[src/rtl/fpu_dispatch_pkg.sv]
// Shared definitions for the 8086 ESC to FPU dispatcher.
// ESC opcodes, capture/issue state encodings, operand limits.
package fpu_dispatch_pkg;

    localparam logic [7:0] ESC_D8 = 8'hD8;
    localparam logic [7:0] ESC_D9 = 8'hD9;
    localparam logic [7:0] ESC_DA = 8'hDA;
    localparam logic [7:0] ESC_DB = 8'hDB;
    localparam logic [7:0] ESC_DC = 8'hDC;
    localparam logic [7:0] ESC_DD = 8'hDD;
    localparam logic [7:0] ESC_DE = 8'hDE;
    localparam logic [7:0] ESC_DF = 8'hDF;

    localparam int OPERAND_WORDS_MAX = 5;

    typedef enum logic [1:0] {
        C_EMPTY,
        C_COLLECT,
        C_FULL
    } cap_state_t;

    typedef enum logic [1:0] {
        I_IDLE,
        I_EXEC,
        I_BLANK,
        I_WAIT
    } iss_state_t;

endpackage

[src/rtl/fpu_operand_size.sv]
// Number of 16-bit memory operand words an ESC instruction consumes.
// Register forms (mod==11) and store/env forms take no words.
module fpu_operand_size
    import fpu_dispatch_pkg::*;
(
    input  logic [7:0] opcode,
    input  logic [7:0] modrm,
    output logic [2:0] words
);

    logic [2:0] rm_reg;

    assign rm_reg = modrm[5:3];

    always_comb begin
        words = 3'd0;
        if (modrm[7:6] != 2'b11) begin
            case (opcode)
                ESC_D8, ESC_DA: words = 3'd2;
                ESC_DC:         words = 3'd4;
                ESC_DE:         words = 3'd1;
                ESC_D9: begin
                    if (rm_reg == 3'd0)
                        words = 3'd2;
                    else if (rm_reg == 3'd5)
                        words = 3'd1;
                end
                ESC_DB: begin
                    if (rm_reg == 3'd0)
                        words = 3'd2;
                    else if (rm_reg == 3'd5)
                        words = 3'd5;
                end
                ESC_DD: begin
                    if (rm_reg == 3'd0)
                        words = 3'd4;
                end
                ESC_DF: begin
                    if (rm_reg == 3'd0)
                        words = 3'd1;
                    else if (rm_reg == 3'd4)
                        words = 3'd5;
                    else if (rm_reg == 3'd5)
                        words = 3'd4;
                end
                default: words = 3'd0;
            endcase
        end
    end

endmodule

[src/rtl/fpu_esc_dispatcher.sv]
// Two-stage ESC dispatcher: capture collects opcode and operand words,
// issue drives the FPU execute/ready handshake.
module fpu_esc_dispatcher
    import fpu_dispatch_pkg::*;
(
    input  logic        clk,
    input  logic        reset,
    input  logic        esc_valid,
    input  logic [7:0]  esc_opcode,
    input  logic [7:0]  esc_modrm,
    output logic        esc_ready,
    input  logic        mem_word_valid,
    input  logic [15:0] mem_word,
    output logic [7:0]  fpu_opcode,
    output logic [7:0]  fpu_modrm,
    output logic        fpu_execute,
    input  logic        fpu_ready,
    output logic [79:0] fpu_data_in,
    output logic [31:0] fpu_int_data_in,
    output logic        busy,
    output logic        protocol_err
);

    cap_state_t cap_state, cap_next;
    iss_state_t iss_state, iss_next;

    logic [7:0]  cap_opcode, cap_modrm;
    logic [79:0] cap_buf;
    logic [2:0]  cap_k, cap_n;
    logic [7:0]  iss_opcode, iss_modrm;
    logic [79:0] iss_buf;
    logic        perr;

    logic [2:0] size_n;
    logic       accept, word_ok, last_word, transfer;

    fpu_operand_size u_size (
        .opcode (esc_opcode),
        .modrm  (esc_modrm),
        .words  (size_n)
    );

    assign accept    = esc_valid && (cap_state == C_EMPTY);
    assign word_ok   = mem_word_valid && (cap_state == C_COLLECT);
    assign last_word = word_ok && (cap_k == cap_n - 3'd1);
    assign transfer  = (cap_state == C_FULL) && (iss_state == I_IDLE);

    always_ff @(posedge clk or posedge reset) begin
        if (reset) begin
            cap_state <= C_EMPTY;
            iss_state <= I_IDLE;
        end else begin
            cap_state <= cap_next;
            iss_state <= iss_next;
        end
    end

    always_comb begin
        cap_next = cap_state;
        unique case (cap_state)
            C_EMPTY: begin
                if (esc_valid)
                    cap_next = (size_n == 3'd0) ? C_FULL : C_COLLECT;
            end
            C_COLLECT: begin
                if (last_word)
                    cap_next = C_FULL;
            end
            C_FULL: begin
                if (iss_state == I_IDLE)
                    cap_next = C_EMPTY;
            end
            default: cap_next = C_EMPTY;
        endcase
    end

    // fpu_ready is deliberately ignored in I_BLANK while the FPU
    // may still be showing ready from the previous instruction.
    always_comb begin
        iss_next = iss_state;
        unique case (iss_state)
            I_IDLE: begin
                if (cap_state == C_FULL)
                    iss_next = I_EXEC;
            end
            I_EXEC:  iss_next = I_BLANK;
            I_BLANK: iss_next = I_WAIT;
            I_WAIT: begin
                if (fpu_ready)
                    iss_next = I_IDLE;
            end
            default: iss_next = I_IDLE;
        endcase
    end

    always_ff @(posedge clk or posedge reset) begin
        if (reset) begin
            cap_opcode <= '0;
            cap_modrm  <= '0;
            cap_buf    <= '0;
            cap_k      <= '0;
            cap_n      <= '0;
            iss_opcode <= '0;
            iss_modrm  <= '0;
            iss_buf    <= '0;
            perr       <= 1'b0;
        end else begin
            if (accept) begin
                cap_opcode <= esc_opcode;
                cap_modrm  <= esc_modrm;
                cap_n      <= size_n;
                cap_buf    <= '0;
                cap_k      <= '0;
            end else if (word_ok) begin
                for (int w = 0; w < OPERAND_WORDS_MAX; w++) begin
                    if (cap_k == 3'(w))
                        cap_buf[w*16 +: 16] <= mem_word;
                end
                cap_k <= cap_k + 3'd1;
            end
            if (transfer) begin
                iss_opcode <= cap_opcode;
                iss_modrm  <= cap_modrm;
                iss_buf    <= cap_buf;
            end
            if (mem_word_valid && !word_ok)
                perr <= 1'b1;
        end
    end

    assign esc_ready       = (cap_state == C_EMPTY);
    assign busy            = (cap_state != C_EMPTY) || (iss_state != I_IDLE);
    assign fpu_execute     = (iss_state == I_EXEC);
    assign fpu_opcode      = iss_opcode;
    assign fpu_modrm       = iss_modrm;
    assign fpu_data_in     = iss_buf;
    assign fpu_int_data_in = iss_buf[31:0];
    assign protocol_err    = perr;

endmodule
[config.mk]
export PLATFORM = sky130hd
export DESIGN_NAME = fpu_esc_dispatcher
export DESIGN_NICKNAME = d
export VERILOG_FILES = /design/src/rtl/fpu_dispatch_pkg.sv /design/src/rtl/fpu_operand_size.sv /design/src/rtl/fpu_esc_dispatcher.sv
export SDC_FILE = /design/constraint.sdc
export NUM_CORES = 1
export LEC_CHECK = 0
export BUFFER_PORTS_ARGS = -buffer_cell sky130_fd_sc_hd__buf_2
export CAP_MARGIN = 20
export CELL_PAD_IN_SITES_DETAIL_PLACEMENT = 1
export CELL_PAD_IN_SITES_GLOBAL_PLACEMENT = 1
export CORE_MARGIN = 4
export CORE_UTILIZATION = 44
export CTS_BUF_LIST = sky130_fd_sc_hd__clkbuf_4 sky130_fd_sc_hd__clkbuf_8 sky130_fd_sc_hd__clkbuf_16
export CTS_CLUSTER_DIAMETER = 120
export DETAILED_ROUTE_END_ITERATION = 6
export PLACE_DENSITY_LB_ADDON = 0.2
export SETUP_SLACK_MARGIN = 0.5
export SLEW_MARGIN = 30
export SYNTH_ARGS = -nofsm -noshare
export SYNTH_HDL_FRONTEND = slang
export SYNTH_HIERARCHICAL = 1
export SYNTH_SLANG_ARGS = --single-unit
[constraint.sdc]
create_clock -name clk -period 8.1 [get_ports clk]
set_input_delay 1.62 -clock clk [delete_from_list [all_inputs] [get_ports clk]]
set_output_delay 1.62 -clock clk [all_outputs]
set_load 0.03 [all_outputs]
After elaboration in Yosys (flattened, before gate mapping)
Index checks and enable logic that the tools add are counted.

Output and inout port bits: 132. Word-level logic and storage cells: 98. Register bits after elaboration: 203. Bits of input ports: 37.

Reduce and logical (&&, ||, !) cells: 28. Muxes and demuxes: 27. Equality and inequality tests: 26. $add $sub $neg: 2.

Operators with widths (number): $mux W80 (2); $mux W16 (5); $eq A8 B8 Y1 const B (8); $mux W3 (10); $pmux W3 S7 (1); $reduce_bool A2 Y1 (8); $mux W2 (6); $reduce_and A2 Y1 (6); $ne A2 B2 Y1 const B (5); $eq A3 B3 Y1 const B (3); $logic_not A3 Y1 (3); $pmux W2 S4 (1); $eq A2 B2 Y1 const B (3); $eq A3 B2 Y1 const B (2); $pmux W2 S3 (1); $logic_and A1 B1 Y1 (5); $eq A2 B1 Y1 const B (2); $logic_not A2 Y1 (2); $add A3 B1 Y3 const B (1); $eq A3 B1 Y1 const B (1); $eq A3 B3 Y1 (1); $reduce_and A3 Y1 (1); $sub A3 B1 Y3 const B (1); $ne A2 B1 Y1 const B (1); other kinds (4) (4).

Logic depth before layout (Yosys ltp)
Gate-level depths: netlist of the first run.

Depth in word-level cells: 10. Gate-level depth with buffers: 7. Depth with buffers taken out: 6.

By module
Netlist of the first run, hierarchy kept.

Modules (own cells, without submodules): fpu_esc_dispatcher (seq. area each 5079.9 um^2, cells each 705, area an instance 8690.8 um^2, instances 1); fpu_operand_size (seq. area each 0.0 um^2, cells each 17, area an instance 107.6 um^2, instances 1).

Worst setup path after synthesis of the first run
OpenSTA, ideal clock, no wires.

Path type: reg-to-output. From: register cap_state[1]. To: output port busy. Path slack: 5089 ps. Cell stages (with the launch flop): 4. Buffers on the path: 1. Arrival: 1391 ps. Data required time: 6480 ps. Cell sequence: dfrtp_1 > buf_4 > nor2_1 > nand2_1.

Word-level cells in the longest chain between the ends: 2.

RTL lines: start, declared (line fpu_esc_dispatcher.sv:24) `cap_state_t cap_state, cap_next;`; start signal, assigned (line fpu_esc_dispatcher.sv:53) `cap_state <= cap_next;`; $reduce_bool A2 Y1 (line fpu_esc_dispatcher.sv:132) `assign busy = (cap_state != C_EMPTY) || (iss_state != I_IDLE);`; $logic_or A1 B1 Y1 (line fpu_esc_dispatcher.sv:132); end, declared (line fpu_esc_dispatcher.sv:20) `output logic busy,`.

No other way between the ends.

Worst setup path in the final report of the first run
Ends and elaborated chain as after synthesis.

==> impl_metrics.csv, run 1 <==
group,metric,value,unit
outcome,status,"completed",
worst_setup_path,r2r_end,"fpu_data_in[73]$_DFFE_PP0P_",
detailed_routing,drt_iter0_markers,189,
global_route,grtUsageTotal,0.199,
worst_setup_path,crit_cells,3,
clocking,cts_tree,"done",
worst_setup_path,reg2reg_depth,4,
final_layout,finalNetCount,883,
logic_synthesis,netlist-cell-type-count,45,
place,dpl.hpwl,15200,um
worst_setup_path,cp_cell_sequence,"nor2_1, nand2_1, buf_2",
clocking,htree_levels,1,
detailed_routing,drt-total-wl,22500,um
worst_setup_path,cp_max_fo,15,
worst_hold_path,hold-path-endpoint,"cap_modrm[6]$_DFFE_PP0P_",
worst_hold_path,hp-start,"cap_modrm[6]$_DFFE_PP0P_",
detailed_routing,viasPerCell,5.42,
timing,hold_viol_final,0,
run,maxCapViolations,0,
logic_synthesis,synthTopCellsByArea,"dfrtp_1 58%, mux2_2 8.7%, mux2_4 6.8%",
logic_synthesis,syn_area,8800,um2
detailed_routing,dr.pass1.iters,4,
timing,slew_violations,0,
floorplanning,initial_core_util,0.449,
logic_synthesis,synth_seq_cells,203,
pwr,power_leakage,5.22,nW
timing,tightest_slew,0.819,ns
worst_setup_path,slowest_delay,0.73,ns
clocking,ctsResizeCount,0,
place,port_buffers,168,
timing,holdWs,0.486,ns
final_layout,drive_above_1_share,0.389,
place,gp_congestion,0.815,
clocking,cts_root_buf,"clkbuf_16",
worst_setup_path,worst_setup_path_start_kind,"flip-flop",
final_layout,area_delta_synth_final,16.9,%
pwr,power,0.00279,W
global_route,overflow,0,
worst_setup_path,reg2reg_slack,5.50,ns
final_layout,final_common_cell,"dfrtp_1",
worst_setup_path,r2r_start,"cap_state[0]$_DFFE_PP0P_",
final_layout,layout_common_cells,"203 x dfrtp_1, 168 x buf_2, 82 x a21oi_1, 68 x mux2_2, 65 x nand3_1",
logic_synthesis,yosysWarnings,6,
global_route,grt_max_degree,119,
timing,finClkSkew,0.0125,ns
clocking,cts_buffers,23,
global_route,grt_pass1_vias,6477,
clocking,clk_latency,0.50,ns
worst_setup_path,critPathKind,"reg -> out",
timing,period_needed,3.40,ns
timing,fmax,0.294,GHz
detailed_routing,vias,6040,
timing,final-setup-viol-count,0,
global_route,antenna_found_initial,0,
logic_synthesis,syn_nets,769,
worst_setup_path,cp_slowest_cell,"dfrtp_1",
worst_setup_path,worstPathRequired,6.48,ns
worst_setup_path,cp.buffers_inverters,1,
clocking,cts_buffer_depth,3,
pwr,vdd_ir_drop_max,0.183,mV
floorplanning,die_w,149,um
clocking,postCtsSetupRepairBufs,0,
logic_synthesis,yosysTopAreaCellShare,0.577,
logic_synthesis,yosysSeqAreaShare,0.577,
global_route,grt_pass1_wl,35700,um
floorplanning,die_y,149,um
timing,fin_crit_sh,0.420,
final_layout,diodes,0,
clocking,clk_pin_slew_worst_paths,0.05,ns
clocking,cts.sinks,203,
clocking,cts_hold_buf,0,
detailed_routing,drtAntennaViolNets,0,
floorplanning,ios,169,
worst_hold_path,whs_path_depth,1,
detailed_routing,avgRoutedWirePerCell,20.2,um
logic_synthesis,syn_avg_cell_area,12.2,um2
pwr,power_density,272,nW/um2
floorplanning,coreArea,19600,um2
timing,slew_headroom,0.454,
timing,fin_tns_setup,0,ns
worst_setup_path,cp.arrival,1.78,ns
floorplanning,die-area,22300,um2
floorplanning,num_rows,51,
worst_hold_path,min_path_type,"reg -> reg",
worst_setup_path,endpoint_kind,"primary output",
logic_synthesis,netlist_instances,722,
logic_synthesis,yosysTopAreaCell,"dfrtp_1",
detailed_routing,drc,0,
worst_setup_path,cp_top_family,"flip-flops",
timing,rsz0062_at_grt,"false",
[flip-flops by register name (all words and copies together) (netlist names)]
register	count
cap_buf	80
cap_k	3
cap_modrm	8
cap_n	3
cap_opcode	8
cap_state	2
fpu_data_in	80
fpu_modrm	8
fpu_opcode	8
iss_state	2
protocol_err	1
[final cells by class]
class	instances	area, um2
tap	265	332
multi-input combinational	422	3180
inverter	12	52.6
sequential	203	5080
clock buffer	32	668
fill	2099	9310
clock inverter	7	62.6
timing repair buffer	174	910
[cells in the mapped netlist, drive strengths merged]
cell,number
a21o,1
a21oi,82
a221oi,1
a22o,3
a41o,1
and3,1
and4b,2
buf,70
clkbuf,15
dfrtp,203
ha,10
inv,12
mux2,114
mux2i,1
nand2,39
nand2b,4
nand3,66
nand3b,3
nand4,1
nand4b,1
nand4bb,1
nor2,4
nor2b,2
nor3,2
nor3b,1
nor4b,1
nor4bb,1
o2111ai,1
o211ai,1
o21ai,68
o21bai,1
o221ai,1
o22ai,2
o32a,1
or2,1
or4b,1
xnor3,1
xor2,2
[stage by stage]
step	utilization	worst slack [ns]	cells	instance area [um2]
detailed placement	0.486	4.91	1075	9520
floorplan	-	0.941	722	8800
CTS	0.523	4.72	1114	10300
finish	0.525	4.70	1115	10300
global route	0.525	4.61	1115	10300
global placement	0.485	4.64	1075	9510
[routing by layer]
metal  GRT usage  vias to the layer above  wire length, um
li1            -                     2734                -
met1       0.269                     3105             9930
met2       0.329                      165            10600
met3      0.0412                       36             1410
met4      0.0568                        0              626
met5           0                        -                0
[logic make-up after synthesis]
logic type | Yosys count | share of synthesized area
AO/OA/AOI/OAI | 163 | 0.0976
XOR/XNOR | 3 | 0.00455
adder cells (fa/ha/maj) | 10 | 0.0142
buffers and inverters | 97 | 0.0656
flip-flops | 203 | 0.577
multiplexers | 115 | 0.164
AND/OR/NAND/NOR | 131 | 0.0766
[where the power goes]
| group | switching [W] | internal, W | total [W] |
|---|---|---|---|
| logic | 0.000382 | 0.000233 | 0.000615 |
| clock network | 0.000401 | 0.000604 | 0.00101 |
| registers | 0.0000653 | 0.00111 | 0.00117 |
| total | 0.000849 | 0.00195 | 0.00279 |
[how the worst max path moves through the flow]
stage / from / end
5_1_grt: cap_state[1]$_DFFE_PP0P_ / busy
3_5_place_dp: mem_word_valid / cap_buf[28]$_DFFE_PP0P_
4_1_cts: cap_state[1]$_DFFE_PP0P_ / busy
2_1_floorplan: reset / cap_buf[0]$_DFFE_PP0P_
6_report: cap_state[1]$_DFFE_PP0P_ / busy
3_3_place_gp: mem_word_valid / cap_buf[47]$_DFFE_PP0P_
No activity file was read; power rests on OpenSTA's default activity.
==> run 2: changes to the inputs <==
==> constraint.sdc (replaced) <==
create_clock -name clk -period 3.14 [get_ports clk]
set_input_delay 0.628 -clock clk [delete_from_list [all_inputs] [get_ports clk]]
set_output_delay 0.628 -clock clk [all_outputs]
set_load 0.03 [all_outputs]
==> run 2 against run 1 <==
Against the previous run: core utilization rose by 0.62 points; non-clock buffer count increased by 8; sequential power grew to 2.6 times the previous value; cell area up 1.2%; cell count is 0.90% higher; combinational power increased to 2.6 times the previous value; sequential cell count unchanged; clock-buffer cell count is 3 higher; clock skew up 0.0032 ns; power rose to 2.6 times the previous value; worst setup slack got worse by 3.9 ns; critical path type unchanged; largest cell class unchanged.
==> impl_metrics.csv, run 2 (synthesized netlist as in run 1, its figures left out) <==
group,metric,value,unit
global_route,grtUsageTotal,0.204,
floorplanning,num_rows,51,
detailed_routing,drtAntennaViolNets,0,
global_route,overflow,0,
floorplanning,ios,169,
final_layout,diodes,0,
final_layout,fin_util,0.531,
timing,fmax,0.424,GHz
worst_setup_path,endpoint_kind,"primary output",
place,dpl.hpwl,15700,um
worst_setup_path,cp_cell_sequence,"nor2_1, nand2_1, buf_2",
worst_setup_path,crit_start,"cap_state[1]$_DFFE_PP0P_",
worst_setup_path,cp_max_fo,15,
clocking,clk_latency,0.51,ns
detailed_routing,drt_iter0_markers,286,
clocking,cts.sinks,203,
global_route,grt_pass1_vias,6608,
final_layout,area_delta_synth_final,18.3,%
outcome,status,"completed",
worst_setup_path,cp.arrival,1.73,ns
worst_setup_path,cp_slowest_cell,"dfrtp_1",
timing,finClkSkew,0.0157,ns
timing,hold_viol_final,0,
detailed_routing,avgRoutedWirePerCell,20.3,um
clocking,cts_tree,"done",
floorplanning,initial_core_util,0.449,
floorplanning,die_y,149,um
floorplanning,coreArea,19600,um2
timing,fin_tns_setup,0,ns
worst_setup_path,slowest_delay,0.72,ns
run,maxCapViolations,0,
final_layout,drive_above_1_share,0.393,
worst_setup_path,worstPathRequired,2.51,ns
pwr,vdd_ir_drop_max,0.555,mV
timing,tightest_slew,0.792,ns
place,gp_congestion,0.781,
worst_setup_path,critPathKind,"reg -> out",
floorplanning,die_w,149,um
worst_hold_path,min_path_type,"in -> async",
detailed_routing,drc,0,
detailed_routing,viasPerCell,5.38,
clocking,cts_hold_buf,0,
detailed_routing,drt-total-wl,22800,um
clocking,cts_root_buf,"clkbuf_16",
timing,fin_crit_sh,0.752,
clocking,cts_buffer_depth,3,
clocking,ctsResizeCount,0,
timing,slew_violations,0,
timing,final-setup-viol-count,0,
worst_setup_path,worst_setup_path_start_kind,"flip-flop",
place,port_buffers,168,
global_route,grt_max_degree,67,
clocking,htree_levels,1,
floorplanning,die-area,22300,um2
final_layout,final_common_cell,"dfrtp_1",
detailed_routing,vias,6052,
clocking,clk_pin_slew_worst_paths,0.06,ns
global_route,antenna_found_initial,2,
timing,slew_headroom,0.470,
pwr,power_leakage,5.29,nW
clocking,cts_buffers,23,
final_layout,layout_common_cells,"203 x dfrtp_1, 168 x buf_2, 82 x a21oi_1, 68 x mux2_2, 66 x nand3_1",
pwr,power_density,705,nW/um2
detailed_routing,dr.pass1.iters,4,
timing,period_needed,2.36,ns
clocking,postCtsSetupRepairBufs,0,
final_layout,finalNetCount,891,
timing,rsz0062_at_grt,"false",
global_route,grt_pass1_wl,36400,um
worst_setup_path,r2r_start,"cap_state[1]$_DFFE_PP0P_",
==> run 2: stage by stage <==
step                cell area, um2  total power [W]  worst slack (ns)  hold WS (ns)  instances
floorplan                     8800          0.00429            -0.118         0.454        722
global placement              9620          0.00461              1.04         0.447       1084
detailed placement            9620          0.00469             0.931         0.458       1084
CTS                          10400          0.00743             0.796         0.221       1125
global route                 10400          0.00767             0.687         0.253       1125
finish                       10400          0.00733             0.779         0.224       1125
==> run 2: area by class of cell <==
cell class	count	area, um2
repair buffers	182	996
clock inverters	6	58.8
well taps	265	332
flip-flops and latches	203	5080
inverters	12	48.8
multi-input cells	422	3170
fillers	2084	9190
clock buffers	35	722
==> run 2: worst paths after layout <==
check	endpoint	cells after the start	slack, ns
max	busy	3	0.78
min	fpu_data_in[59]$_DFFE_PP0P_	2	0.22
max reg2reg	fpu_opcode[4]$_DFFE_PP0P_	3	0.89
min reg2reg	protocol_err$_DFFE_PP0P_	1	0.47
max in group asynchronous	fpu_data_in[65]$_DFFE_PP0P_	3	2.18
min in group clk	cap_modrm[1]$_DFFE_PP0P_	2	0.35
==> run 2: worst max-delay path: cells and delay by family (launching register included) <==
kind | cells | cell delay [ns]
buffers and inverters | 1 | 0.22
DFF | 1 | 0.72
and+or+nand+nor | 2 | 0.28
==> run 2: where the power goes <==
part | switching [W] | leakage, nW | total, W | internal (W)
Sequential | 0.000166 | 2.75 | 0.00303 | 0.00286
Combinational | 0.000990 | 2.14 | 0.00160 | 0.000607
Clock | 0.00105 | 0.396 | 0.00271 | 0.00166
Total | 0.00220 | 5.29 | 0.00733 | 0.00513
==> run 2: per-layer routing <==
metal / GRT usage / share of wire / vias up / routed length [um]
li1: - / - / 2742 / -
met1: 0.272 / 0.42 / 3047 / 9540
met2: 0.336 / 0.47 / 212 / 10800
met3: 0.0509 / 0.086 / 47 / 1960
met4: 0.0535 / 0.024 / 4 / 546
met5: 0 / 0.0012 / - / 27
==> run 3: changes to the inputs <==
==> constraint.sdc (replaced) <==
create_clock -name clk -period 2.2 [get_ports clk]
set_input_delay 0.44 -clock clk [delete_from_list [all_inputs] [get_ports clk]]
set_output_delay 0.44 -clock clk [all_outputs]
set_load 0.03 [all_outputs]
==> run 3 against run 2 <==
Against the previous run: sequential share of layout area is 2.5 points lower; critical endpoint unchanged; largest cell class unchanged; sequential power grew 41%; die area is the same; non-clock buffer count increased by 39; critical path depth increased by 1; largest power group unchanged; global-route usage is 0.58 points higher; sequential cell count stayed put; clock skew decreased by 0.0035 ns; worst setup slack got worse by 0.39 ns; clock power increased by 35%; cell count up 3.2%.
==> impl_metrics.csv, run 3 (synthesized netlist as in run 1, its figures left out) <==
group,metric,value,unit
place,place_area,9690,um2
detailed_routing,viasPerCell,5.35,
timing,setup_ws,0.387,ns
worst_setup_path,reg2reg_depth,6,
clocking,cts_tree,"done",
final_layout,diodes,0,
timing,slew_headroom,0.659,
worst_setup_path,cp.arrival,1.37,ns
clocking,clk_pin_slew_worst_paths,0.06,ns
detailed_routing,drc,0,
final_layout,fin_area,11000,um2
place,port_buffers,168,
floorplanning,die-area,22300,um2
clocking,cts_buffers,22,
final_layout,finalNetCount,930,
detailed_routing,dr.pass1.iters,4,
final_layout,layout_common_cells,"202 x dfrtp_1, 165 x buf_2, 76 x a21oi_1, 68 x mux2_2, 66 x nand3_1",
timing,slew_violations,0,
timing,fmax,0.552,GHz
worst_setup_path,cp_max_fo,3,
worst_setup_path,crit_top_cell,"buf_6",
outcome,status,"completed",
floorplanning,die_w,149,um
clocking,clk_latency,0.50,ns
final_layout,fin_cells,1161,
pwr,vdd_ir_drop_max,0.811,mV
pwr,power_leakage,5.54,nW
worst_setup_path,reg2reg_slack,0.50,ns
worst_setup_path,cp_slowest_cell,"dfrtp_1",
timing,fin_crit_sh,0.824,
detailed_routing,vias,6214,
place,placed_cells,1090,
final_layout,area_delta_synth_final,24.6,%
worst_setup_path,worst_setup_path_start_kind,"flip-flop",
global_route,grt_pass1_wl,37300,um
worst_setup_path,slowest_delay,0.40,ns
worst_setup_path,endpoint_kind,"primary output",
timing,period_needed,1.81,ns
global_route,antenna_found_initial,2,
timing,hold_viol_final,0,
worst_hold_path,min_path_type,"in -> async",
final_layout,fin_util,0.559,
pwr,power_density,996,nW/um2
timing,final-setup-viol-count,0,
worst_setup_path,cp_top_family,"flip-flops",
worst_setup_path,critPathKind,"reg -> out",
detailed_routing,drt-total-wl,24400,um
global_route,overflow,0,
place,dpl.hpwl,15600,um
clocking,cts_hold_buf,0,
floorplanning,initial_core_util,0.449,
global_route,grtUsageTotal,0.210,
clocking,cts_root_buf,"clkbuf_16",
worst_setup_path,cp.buffers_inverters,2,
detailed_routing,drtAntennaViolNets,0,
clocking,cts.sinks,203,
place,gp_congestion,0.786,
detailed_routing,drt_iter0_markers,315,
final_layout,drive_above_1_share,0.433,
timing,rsz0062_at_grt,"true",
worst_setup_path,r2r_end,"cap_modrm[0]$_DFFE_PP0P_",
timing,tightest_slew,0.504,ns
pwr,power,0.0109,W
clocking,htree_levels,1,
detailed_routing,avgRoutedWirePerCell,21.0,um
worst_setup_path,worstPathRequired,1.76,ns
final_layout,final_common_cell,"dfrtp_1",
global_route,grt_max_degree,93,
floorplanning,num_rows,51,
floorplanning,die_y,149,um
timing,finClkSkew,0.0122,ns
run,maxCapViolations,0,
final_layout,fillCellCount,2043,
clocking,cts_buffer_depth,3,
worst_setup_path,r2r_start,"cap_state[0]$_DFFE_PP0P_",
floorplanning,coreArea,19600,um2
global_route,grt_pass1_vias,6658,
place,dpl_worst_slack,0.303,ns
worst_setup_path,cp_cell_sequence,"buf_6, nor2_4, nand2_2, buf_6",
floorplanning,ios,169,
[run 3: cell types whose count changed in the layout (fill, tap and decap cells not counted), sizes merged]
| cell | change |
|---|---|
| buf | +36 |
| clkbuf | +2 |
| clkinv | -2 |
| clkinvlp | +2 |
| inv | -3 |
| nand3b | +1 |
[run 3: worst max-delay path by stage]
| stage | end | slack (ns) | startpoint | cells past startpoint |
|---|---|---|---|---|
| after global routing | busy | 0.33 | cap_state[0]$_DFFE_PP0P_ | 4 |
| after floorplan | cap_buf[0]$_DFFE_PP0P_ | -0.87 | reset | 1 |
| after CTS | busy | 0.40 | cap_state[1]$_DFFE_PP0P_ | 4 |
| final | busy | 0.39 | cap_state[0]$_DFFE_PP0P_ | 4 |
| after detailed placement | fpu_data_in[29]$_DFFE_PP0P_ | 0.30 | iss_state[0]$_DFFE_PP0P_ | 5 |
| after global placement | fpu_data_in[44]$_DFFE_PP0P_ | 0.38 | iss_state[0]$_DFFE_PP0P_ | 5 |
[run 3: final cells by class]
cell class	instances	area, um2	area share
timing repair buffer	221	1540	0.141
clock inverter	3	40.0	0.00365
sequential	203	5080	0.464
tap	265	332	0.0303
multi-input combinational	423	3230	0.294
inverter	12	56.3	0.00514
clock buffer	34	683	0.0623
[run 3: metrics by stage]
step                      hold slack, ns  TNS, ns
after detailed placement           0.442        0
after floorplan                    0.454  -176.67
final                             0.0948        0
after global routing               0.133        0
after global placement             0.441        0
after CTS                          0.124        0
[run 3: layer usage]
layer,vias up,track usage,part of all wire
li1,2829,-,-
met1,3164,0.284,0.43
met2,183,0.353,0.49
met3,34,0.0433,0.063
met4,4,0.0444,0.016
met5,-,0,0.00086
[run 3: tightest hold or removal path: cells and delay by family]
family	cells	cell delay [ns]
buffers and inverters	3	0.57
[run 3: power by group]
part           total (W)  leakage, nW  switching, W  internal (W)
sequential       0.00427         2.75      0.000185       0.00409
clock            0.00365        0.366       0.00141       0.00224
combinational    0.00300         2.42       0.00168       0.00132
[run 3: repair_timing]
action | in CTS | in global routing
gates resized for setup | 20 | 33
endpoints found under the setup margin | 106 | 163
buffers inserted | 16 | 11
pin swaps | 3 | 3
cloned | 2 | 5
